File: src/rtl/seq_add_pkg.sv
// Shared constants and FSM encoding for the slice-serial 32-bit add/sub arbiter.
package seq_add_pkg;
  localparam int SLICE_W  = 8;
  localparam int N_SLICES = 4;
  localparam int OP_W     = SLICE_W * N_SLICES;

  typedef enum logic [1:0] {
    IDLE = 2'd0,
    CALC = 2'd1,
    DONE = 2'd2
  } state_t;
endpackage

File: src/rtl/seq_add32_arb_fa8.sv
// 8-bit carry-lookahead adder: every carry is a flat sum-of-products of g/p/ci.
module G_FullAdder8 (
  input  logic [7:0] a,
  input  logic [7:0] b,
  input  logic       ci,
  output logic [7:0] s,
  output logic       co
);
  logic [7:0] g;
  logic [7:0] p;
  logic [8:0] c;
  logic       acc;
  logic       prop;

  assign g = a & b;
  assign p = a ^ b;

  always_comb begin
    c    = '0;
    acc  = 1'b0;
    prop = 1'b0;
    c[0] = ci;
    for (int i = 0; i < 8; i++) begin
      acc  = g[i];
      prop = p[i];
      for (int j = i - 1; j >= 0; j--) begin
        acc  = acc | (prop & g[j]);
        prop = prop & p[j];
      end
      c[i+1] = acc | (prop & ci);
    end
  end

  assign s  = p ^ c[7:0];
  assign co = c[8];
endmodule

File: src/rtl/seq_add32_arb.sv
// Two-requester round-robin front end feeding a slice-serial 32-bit adder/subtractor
// that reuses one 8-bit CLA for all slices, LSB slice first.
module seq_add32_arb #(
  parameter int N_SLICES = seq_add_pkg::N_SLICES
) (
  input  logic                         clk,
  input  logic                         rst,
  input  logic [1:0]                   req_valid,
  output logic [1:0]                   req_ready,
  input  logic [seq_add_pkg::OP_W-1:0] a0,
  input  logic [seq_add_pkg::OP_W-1:0] b0,
  input  logic                         sub0,
  input  logic [seq_add_pkg::OP_W-1:0] a1,
  input  logic [seq_add_pkg::OP_W-1:0] b1,
  input  logic                         sub1,
  output logic                         res_valid,
  input  logic                         res_ready,
  output logic                         res_id,
  output logic [seq_add_pkg::OP_W-1:0] res_sum,
  output logic                         res_co,
  output logic                         res_ovf
);
  import seq_add_pkg::*;

  localparam logic [1:0] LAST = 2'(N_SLICES - 1);

  state_t              state;
  state_t              state_nxt;
  logic [1:0]          cnt;
  logic                carry_q;
  logic                last_q;
  logic                gnt;
  logic                gnt_any;
  logic                accept;
  logic [OP_W-1:0]     a_p0;
  logic [OP_W-1:0]     b_p0;
  logic                sub_p0;
  logic [SLICE_W-1:0]  a_sl;
  logic [SLICE_W-1:0]  b_sl;
  logic                cin;
  logic [SLICE_W-1:0]  sl_sum;
  logic                sl_co;

  // Round-robin: with both valid, the requester not served last wins.
  always_comb begin
    gnt     = 1'b0;
    gnt_any = 1'b0;
    case (req_valid)
      2'b01:   begin gnt = 1'b0;    gnt_any = 1'b1; end
      2'b10:   begin gnt = 1'b1;    gnt_any = 1'b1; end
      2'b11:   begin gnt = ~last_q; gnt_any = 1'b1; end
      default: begin gnt = 1'b0;    gnt_any = 1'b0; end
    endcase
  end

  // rst gates req_ready so the async-reset IDLE state cannot advertise a grant.
  assign req_ready = (!rst && state == IDLE && gnt_any) ? (gnt ? 2'b10 : 2'b01) : 2'b00;
  assign accept    = |(req_valid & req_ready);
  assign res_valid = (state == DONE);

  always_comb begin
    state_nxt = state;
    case (state)
      IDLE:    if (accept) state_nxt = CALC;
      CALC:    if (cnt == LAST) state_nxt = DONE;
      DONE:    if (res_ready) state_nxt = IDLE;
      default: state_nxt = IDLE;
    endcase
  end

  always_ff @(posedge clk or posedge rst) begin
    if (rst) state <= IDLE;
    else     state <= state_nxt;
  end

  // Slice stage: one CLA pass per CALC cycle, carry chained through carry_q.
  assign a_sl = a_p0[{cnt, 3'b000} +: SLICE_W];
  assign b_sl = b_p0[{cnt, 3'b000} +: SLICE_W] ^ {SLICE_W{sub_p0}};
  assign cin  = (cnt == 2'd0) ? sub_p0 : carry_q;

  G_FullAdder8 u_fa8 (
    .a  (a_sl),
    .b  (b_sl),
    .ci (cin),
    .s  (sl_sum),
    .co (sl_co)
  );

  always_ff @(posedge clk or posedge rst) begin
    if (rst) begin
      cnt     <= 2'd0;
      carry_q <= 1'b0;
      last_q  <= 1'b1;
      a_p0    <= '0;
      b_p0    <= '0;
      sub_p0  <= 1'b0;
      res_id  <= 1'b0;
      res_sum <= '0;
      res_co  <= 1'b0;
      res_ovf <= 1'b0;
    end else begin
      if (accept) begin
        a_p0    <= gnt ? a1 : a0;
        b_p0    <= gnt ? b1 : b0;
        sub_p0  <= gnt ? sub1 : sub0;
        res_id  <= gnt;
        last_q  <= gnt;
        cnt     <= 2'd0;
        carry_q <= 1'b0;
      end
      if (state == CALC) begin
        cnt     <= cnt + 2'd1;
        carry_q <= sl_co;
        res_sum[{cnt, 3'b000} +: SLICE_W] <= sl_sum;
        if (cnt == LAST) begin
          res_co  <= sl_co;
          res_ovf <= (a_sl[SLICE_W-1] == b_sl[SLICE_W-1]) &&
                     (sl_sum[SLICE_W-1] != a_sl[SLICE_W-1]);
        end
      end
    end
  end
endmodule
File: config.mk
export PLATFORM = sky130hd
export DESIGN_NAME = seq_add32_arb
export DESIGN_NICKNAME = d
export VERILOG_FILES = /design/src/rtl/seq_add_pkg.sv /design/src/rtl/seq_add32_arb_fa8.sv /design/src/rtl/seq_add32_arb.sv
export SDC_FILE = /design/constraint.sdc
export NUM_CORES = 1
export LEC_CHECK = 0
export ABC_AREA = 1
export BUFFER_PORTS_ARGS = -buffer_cell sky130_fd_sc_hd__buf_4
export CAP_MARGIN = 20
export CORE_MARGIN = 2
export CORE_UTILIZATION = 47
export CTS_CLUSTER_DIAMETER = 30
export CTS_CLUSTER_SIZE = 25
export DETAILED_ROUTE_END_ITERATION = 12
export GPL_TIMING_DRIVEN = 0
export PLACE_DENSITY = 0.77
export SLEW_MARGIN = 20
export SYNTH_ARGS = -nofsm -noshare
export SYNTH_HDL_FRONTEND = slang
export SYNTH_HIERARCHICAL = 1
export SYNTH_SLANG_ARGS = --single-unit
File: constraint.sdc
create_clock -name clk -period 3.7 [get_ports clk]
set_clock_uncertainty 0.15 [all_clocks]
set_input_delay 0.74 -clock clk [delete_from_list [all_inputs] [get_ports clk]]
set_output_delay 0.74 -clock clk [all_outputs]
set_load 0.1 [all_outputs]
Word-level counts from Yosys, hierarchy flattened
Index checks and enable logic that the tools add are counted.
- register bits after elaboration: 106
- input bits: 135
- $add $sub $neg: 2
- eq/ne operators: 11
- shift-type cells: 4
- mux-type cells: 17
- bitwise gates (word level): 106
- reductions and logical operators: 11
- operators by type and width (kind ; count):
    1-bit bitwise AND ; 64
    32-bit 2-to-1 mux ; 2
    32-bit by 6-bit indexed part select with 8-bit output ; 2
    1-bit bitwise OR ; 36
    32-bit bitwise mux ; 1
    8-bit by 7-bit variable shift with 32-bit output (first input constant) ; 1
    8-bit by 7-bit indexed part select with 32-bit output ; 1
    8-bit bitwise XOR ; 3
    2-bit 2-to-1 mux ; 7
    8-bit bitwise AND ; 1
    2-bit == test (second input constant) ; 4
    5-bit negation with 7-bit output ; 1
    2-bit one-hot mux with 3 select lines ; 1
    1-bit 2-to-1 mux ; 5
    2-bit by 1-bit == test with 1-bit output (second input constant) ; 2
    2-bit logical NOT ; 2
    2-bit inequality test (second input constant) ; 2
    1-bit logical AND ; 3
    3-bit AND reduction ; 1
    3-bit OR reduction ; 1
    2-bit by 1-bit adder with 2-bit output (second input constant) ; 1
    2-bit bitwise AND ; 1
    2-bit by 1-bit inequality test with 1-bit output (second input constant) ; 1
    1-bit one-hot mux with 2 select lines ; 1
    other kinds (7) ; 7

Logic depth before layout (Yosys ltp)
Gate-level depths: netlist of the first run.
- word-level depth: 14
- mapped depth: 21

Modules after synthesis
Netlist of the first run, hierarchy kept.
- by module, submodules not included (module ; times used ; cells an instance ; area each (um^2) ; sequential area each (um^2)):
    seq_add32_arb ; 1 ; 648 ; 5143.7 ; 2653.8
    G_FullAdder8 ; 1 ; 72 ; 424.2 ; 0.0

Worst setup path after synthesis of the first run
OpenSTA, ideal clock, no wires.
- path kind: register to register
- start point: register cnt[0]
- end point: register res_sum[9] (netlist name)
- setup time: 0.095 ns
- arrival: 2.565 ns
- path slack: 0.889 ns
- cell stages (with the launch flop): 12
- clock period less this slack: 2.811 ns
- path through: dfrtp_1 -> buf_2 -> clkinv_1 -> buf_2 -> buf_2 -> ha_1 -> o21ai_0 -> inv_1 -> fa_1 -> xnor2_1 -> nand3_1 -> o31ai_1
- elaborated cells between the ends (all ways): 89
- classes of those cells: add/sub: 1; shift: 4; mux: 2; bitwise: 81; reduce/logical: 1
- RTL lines (what ; line ; text):
    start, declared ; seq_add32_arb.sv:29 ; logic [1:0] cnt;
    start signal, assigned ; seq_add32_arb.sv:112 ; cnt <= cnt + 2'd1;
    2-bit logical NOT ; seq_add32_arb.sv:79 ; assign cin = (cnt == 2'd0) ? sub_p0 : carry_q;
    1-bit 2-to-1 mux ; seq_add32_arb.sv:79 ;
    net cin ; seq_add32_arb.sv:40 ; logic cin;
    1-bit bitwise AND ; seq_add32_arb_fa8.sv:30 ; c[i+1] = acc | (prop & ci);
    1-bit bitwise OR ; seq_add32_arb_fa8.sv:30 ;
    8-bit bitwise XOR ; seq_add32_arb_fa8.sv:34 ; assign s = p ^ c[7:0];
    net sl_sum[1] ; seq_add32_arb.sv:41 ; logic [SLICE_W-1:0] sl_sum;
    8-bit by 7-bit indexed part select with 32-bit output ; seq_add32_arb.sv:114 ; res_sum[{cnt, 3'b000} +: SLICE_W] <= sl_sum;
    32-bit bitwise mux ; seq_add32_arb.sv:114 ;
    end signal, assigned by index ; seq_add32_arb.sv:114 ;
    end, declared ; seq_add32_arb.sv:19 ; output logic [seq_add_pkg::OP_W-1:0] res_sum,
The timed path passes the listed nets, and every way through them passes these cells.
A chain may end at the register's enable or synchronous reset.

Final worst setup path of the first run
Ends and elaborated chain as after synthesis.

==> results.py, run 1 <==
metrics = {
    "die": {
        "initial_core_util": 0.486,
        "row_count": 39,
        "die_x_um": 113,
        "die_area_sq_um": 12700,
        "die_y_um": 113,
        "ioPinCount": 173,
        "coreArea_sq_um": 11500,
    },
    "yosys": {
        "synth.most_common_cell": "nand2_1",
        "syn_avg_cell_area_sq_um": 7.73,
        "synth_top_area_frac": 0.472,
        "synth_warnings": 6,
        "ys_async_sr_fraction": 1.00,
        "netlist_area_sq_um": 5570,
        "ys_top_cells_by_count": "264 x nand2_1, 105 x dfrtp_1, 94 x nand3_1",
        "synthCells": 720,
        "syn_nets": 871,
        "synth_cell_types": 28,
        "yosys_register_bits": 106,
        "synth-edff-count": 0,
        "synth_ff_type": "dfrtp_1",
        "yosys-top-cells-area": "dfrtp_1 47%, nand2_1 18%, nand3_1 8.4%, o21ai_0 5.9%, ha_1 3.4%",
        "yosysSeqAreaShare": 0.477,
        "yosysTopAreaCell": "dfrtp_1",
    },
    "placement": {
        "dpl_cell_area_sq_um": 7070,
        "gp_congestion": 0.890,
        "dpl.hpwl_um": 12300,
        "port_buffers": 172,
        "placedCellCount": 1036,
    },
    "drt": {
        "routedWlPerCell_um": 15.1,
        "vias_per_cell": 5.24,
        "drt-total-wl_um": 15900,
        "drt_first_pass_iters": 5,
        "vias": 5512,
        "drcViolationCount": 0,
        "drtAntennaViolNets": 0,
        "dr.first_iter.drc_count": 429,
    },
    "clock_network": {
        "cts_tree": "built",
        "cts_resized": 0,
        "cts_max_path_buffers": 2,
        "cts-buffers-inserted": 9,
        "clk_pin_slew_ns": 0.07,
        "cts_sinks": 106,
        "ctsHoldBuffers": 0,
        "clock_latency_ns": 0.34,
        "root_buffer": "clkbuf_16",
        "htree_levels": 3,
        "post-cts-setup-buffers": 0,
    },
    "worst_setup_path": {
        "start_kind": "flop",
        "crit_arrival_ns": 3.56,
        "worstReg2RegStart": "cnt[0]",
        "rrSetupSlack_ns": 0.24,
        "critPathKind": "flop to flop",
        "cp-end-kind": "flop",
        "path_max_fanout": 12,
        "ff2ff_path_depth": 11,
        "cp.required_ns": 3.80,
        "r2r_end": "res_sum[9]",
    },
    "power_and_ir_drop": {
        "p_leak_nw": 3.82,
        "power_density_nw_per_um2": 1100,
        "total_power_mw": 8.10,
        "peakVddDrop_uv": 862,
    },
    "hold_path": {
        "hold_path_class": "input port to asynchronous set/reset pin",
    },
    "grt": {
        "grt_pass1_wl_um": 26000,
        "grt_max_degree": 59,
        "antenna_found_initial": 0,
        "grtUsageMet3": 0.0423,
        "first_global_vias": 5366,
        "grt-ovfl-total": 0,
        "grt.busiest_layer": "met2",
        "met2_usage": 0.436,
        "grtUsageMet1": 0.335,
        "grt_usage": 0.256,
    },
    "timing": {
        "hold_viol": 0,
        "tightest_slew_ns": 0.623,
        "fmax_mhz": 289,
        "slew_violations": 0,
        "period_share": 0.935,
        "finalCriticalPeriod_ns": 3.46,
        "rsz0062_at_grt": "false",
        "setup_tns_ns": 0,
        "finalSetupViolations": 0,
        "slew_headroom": 0.584,
    },
    "final_layout": {
        "antennaDiodeCount": 0,
        "syn2layout_area_growth_pct": 32.5,
        "instances_no_fill": 1052,
        "final_nets": 1055,
        "drive_above_1_share": 0.252,
        "final_area_sq_um": 7380,
    },
    "run": {
        "maxCapViolCount": 0,
    },
    "run_status": {
        "outcome": "complete, no violations",
    },
}
==> flip-flops by register name, indices dropped and copies added, names as in the netlist <==
| name | cells |
|---|---|
| a_p0 | 32 |
| b_p0 | 32 |
| res_sum | 32 |
| cnt | 2 |
| state | 2 |
| carry_q | 1 |
| last_q | 1 |
| res_co | 1 |
| res_id | 1 |
| res_ovf | 1 |
| sub_p0 | 1 |
==> where the power goes <==
part | total [mW] | internal, mW | switching, mW
clock network | 0.987 | 0.565 | 0.421
registers | 1.99 | 1.66 | 0.331
logic | 5.12 | 1.50 | 3.62
==> per-stage QoR <==
step / util / worst slack (ns) / hold slack (ns)
floorplan: - / 0.0228 / 0.310
global placement: 0.614 / -1.19 / 0.319
detailed placement: 0.617 / 0.169 / 0.316
CTS: 0.643 / 0.172 / 0.300
global route: 0.643 / 0.0181 / 0.320
finish: 0.643 / 0.241 / 0.279
==> worst max-delay path: stages (launching register included) <==
cell and delay (ns):
dfrtp_1 0.43, buf_2 0.22, clkinv_1 0.24, buf_2 0.26, buf_2 0.23, ha_1 0.27, o21ai_1 0.28, inv_1 0.10
fa_1 0.38, xnor2_1 0.34, nand3_1 0.18, o31ai_1 0.28
==> kinds of logic after synthesis <==
family	after synthesis	synth area share
adder cells (fa/ha/maj)	16	0.0373
AO/OA/AOI/OAI	97	0.0962
buffers and inverters	71	0.0571
AND/OR/NAND/NOR	419	0.316
flip-flops	106	0.477
XOR/XNOR	11	0.0173
==> cell usage in the layout (no fill, tap or decap), types with 3 or more instances in the layout <==
master / instances
nand2_1: 264
buf_4: 182
dfrtp_1: 105
nand3_1: 94
o21ai_0: 65
nor2_1: 39
inv_1: 25
clkbuf_1: 18
o22ai_1: 16
ha_1: 15
buf_2: 11
nand4_1: 9
xor2_1: 9
o31ai_1: 9
clkbuf_16: 9
nand2_2: 6
inv_2: 4
nor2_2: 4
clkinv_1: 3
a21oi_1: 3
==> layer usage <==
metal / share of wire / vias up
li1: - / 2732
met4: 0.026 / 0
met3: 0.064 / 30
met1: 0.43 / 2543
met2: 0.48 / 207
met5: 0 / -
==> worst max path at each step <==
stage | cells after the start | from | to | slack (ns)
final | 11 | cnt[0] | res_sum[9] | 0.24
after global routing | 14 | cnt[0] | res_sum[13] | 0.02
after CTS | 11 | cnt[0] | res_sum[9] | 0.17
after detailed placement | 11 | cnt[0] | res_sum[9] | 0.17
after global placement | 2 | rst | a_p0[12] | -1.19
after floorplan | 1 | rst | a_p0[0] | 0.02
==> layout make-up <==
cell class / instances / area, sq um
buffer: 38 / 194
sequential: 106 / 2650
inverter: 33 / 129
clock inverter: 3 / 47.5
timing repair buffer: 173 / 1320
clock buffer: 13 / 260
multi-input combinational: 543 / 2600
fill: 978 / 4090
tap: 143 / 179
(Power assumes the default switching activity.)
==> run 2: changes to the inputs <==
--- a/config.mk
+++ b/config.mk
@@ -14,7 +14,8 @@
 export CTS_CLUSTER_SIZE = 25
 export DETAILED_ROUTE_END_ITERATION = 12
 export GPL_TIMING_DRIVEN = 0
-export PLACE_DENSITY = 0.77
+export PLACE_DENSITY = 0.79
+export SKIP_LAST_GASP = 1
 export SLEW_MARGIN = 20
 export SYNTH_ARGS = -nofsm -noshare
 export SYNTH_HDL_FRONTEND = slang
==> run 2 against run 1 <==
Against the previous run: sequential power barely moved; clock power rose by 6%; worst hold slack got worse by 0.014 ns; wire length rose by 2.9%; critical path type unchanged; critical endpoint is now res_sum[15]; largest cell class unchanged.
==> results.py, run 2 (synthesis gave the netlist of run 1 again) <==
metrics = {
    "run_status": {
        "outcome": "complete, no violations",
    },
    "grt": {
        "grt_pass1_wl_um": 27000,
        "antenna_found_initial": 0,
        "grt_usage": 0.266,
        "grt_max_degree": 63,
        "first_global_vias": 5576,
        "grt-ovfl-total": 0,
    },
    "timing": {
        "hold_slack_ns": 0.264,
        "finalCriticalPeriod_ns": 3.50,
        "hold_viol": 0,
        "rsz0062_at_grt": "false",
        "finalSetupViolations": 0,
        "fin_ws_ns": 0.201,
        "slew_violations": 0,
        "slew_headroom": 0.587,
        "fmax_mhz": 286,
        "period_share": 0.946,
        "tightest_slew_ns": 0.619,
        "setup_tns_ns": 0,
    },
    "power_and_ir_drop": {
        "intPower_mw": 3.78,
        "comb_power_share": 0.627,
        "peakVddDrop_uv": 790,
        "power_frac_seq": 0.244,
        "swShare": 0.538,
        "p_leak_nw": 3.83,
        "power_density_nw_per_um2": 1110,
        "clkPwrFrac": 0.129,
        "p_switching_mw": 4.40,
    },
    "clock_network": {
        "ctsHoldBuffers": 0,
        "htree_levels": 3,
        "post-cts-setup-buffers": 0,
        "cts_sinks": 106,
        "cts_resized": 0,
        "cts_max_path_buffers": 2,
        "clk_pin_slew_ns": 0.07,
        "cts_tree": "built",
        "cts-buffers-inserted": 9,
        "clock_latency_ns": 0.35,
        "root_buffer": "clkbuf_16",
    },
    "worst_setup_path": {
        "path_max_fanout": 12,
        "cp-end-kind": "flop",
        "critPathKind": "flop to flop",
        "cp.required_ns": 3.80,
        "start_kind": "flop",
        "crit_arrival_ns": 3.60,
    },
    "die": {
        "die_x_um": 113,
        "coreArea_sq_um": 11500,
        "initial_core_util": 0.486,
        "ioPinCount": 173,
        "die_y_um": 113,
        "row_count": 39,
        "die_area_sq_um": 12700,
    },
    "run": {
        "maxCapViolCount": 0,
    },
    "hold_path": {
        "hold_path_class": "input port to asynchronous set/reset pin",
    },
    "placement": {
        "port_buffers": 172,
        "gp_congestion": 0.898,
        "dp_slack_ns": 0.213,
        "dpl.hpwl_um": 12600,
        "dpl_cell_area_sq_um": 7070,
    },
    "final_layout": {
        "final_cell_mix": "264 x nand2_1, 182 x buf_4, 105 x dfrtp_1",
        "final_area_sq_um": 7400,
        "final_nets": 1055,
        "final_common_cell": "nand2_1",
        "drive_above_1_share": 0.254,
        "reg_top3": "a_p0 x32, b_p0 x32, res_sum x32",
        "syn2layout_area_growth_pct": 32.9,
        "antennaDiodeCount": 0,
    },
    "drt": {
        "dr.first_iter.drc_count": 444,
        "drt-total-wl_um": 16400,
        "drcViolationCount": 0,
        "vias": 5571,
        "drtAntennaViolNets": 0,
        "vias_per_cell": 5.30,
        "routedWlPerCell_um": 15.5,
        "drt_first_pass_iters": 5,
    },
}
[run 2: layout make-up]
cell class / instances / area, sq um
inverters: 33 / 129
well taps: 143 / 179
fillers: 998 / 4070
plain buffers: 38 / 194
repair buffers: 173 / 1320
multi-input cells: 543 / 2600
clock buffers: 10 / 239
flip-flops and latches: 106 / 2650
clock inverters: 6 / 90.1
[run 2: metrics by stage]
stage                util  total power [mW]  std cells
finish              0.645              8.18       1052
global route        0.645              8.81       1052
CTS                 0.645              8.12       1052
detailed placement  0.617              7.07       1036
global placement    0.614              6.97       1035
floorplan               -              5.74        720
[run 2: path summary, 6_finish.rpt]
check / startpoint / cells after the start / to / slack (ns)
worst max-delay path: cnt[0] / 17 / res_sum[15] / 0.20
worst min-delay path: rst / 2 / res_sum[11] / 0.26
worst max register to register: cnt[0] / 17 / res_sum[15] / 0.20
worst min register to register: res_sum[11] / 2 / res_sum[11] / 0.34
max in group asynchronous: rst / 3 / last_q / 2.48
min in group clk: res_sum[11] / 2 / res_sum[11] / 0.34
[run 2: critical path: stages, from the launching register on]
cell and delay, ns:
dfrtp_1 0.39, buf_2 0.22, clkinv_1 0.28, buf_2 0.28, buf_2 0.22, nor2_1 0.15
o22ai_1 0.14, ha_1 0.41, nand2_2 0.09, nor2_2 0.10, nand3_2 0.11, nand2_2 0.09
nand2_2 0.06, nand2_2 0.06, nand2_1 0.04, nand2_1 0.19, nand3_1 0.16, o31ai_1 0.28
[run 2: metal layers]
metal | wire (um) | share of wire | global-route usage
met5 | 0 | 0 | 0
met4 | 385 | 0.024 | 0.0886
met3 | 1070 | 0.065 | 0.0428
met2 | 7790 | 0.48 | 0.438
met1 | 7110 | 0.43 | 0.360
[run 2: power groups by stage]
stage	Sequential, mW	Combinational [mW]	Clock [mW]
3_3_place_gp	2.00	4.97	0
5_1_grt	2.04	5.67	1.10
2_1_floorplan	2.83	2.90	0
3_5_place_dp	2.00	5.07	0
6_report	2.00	5.13	1.05
4_1_cts	1.99	5.08	1.05
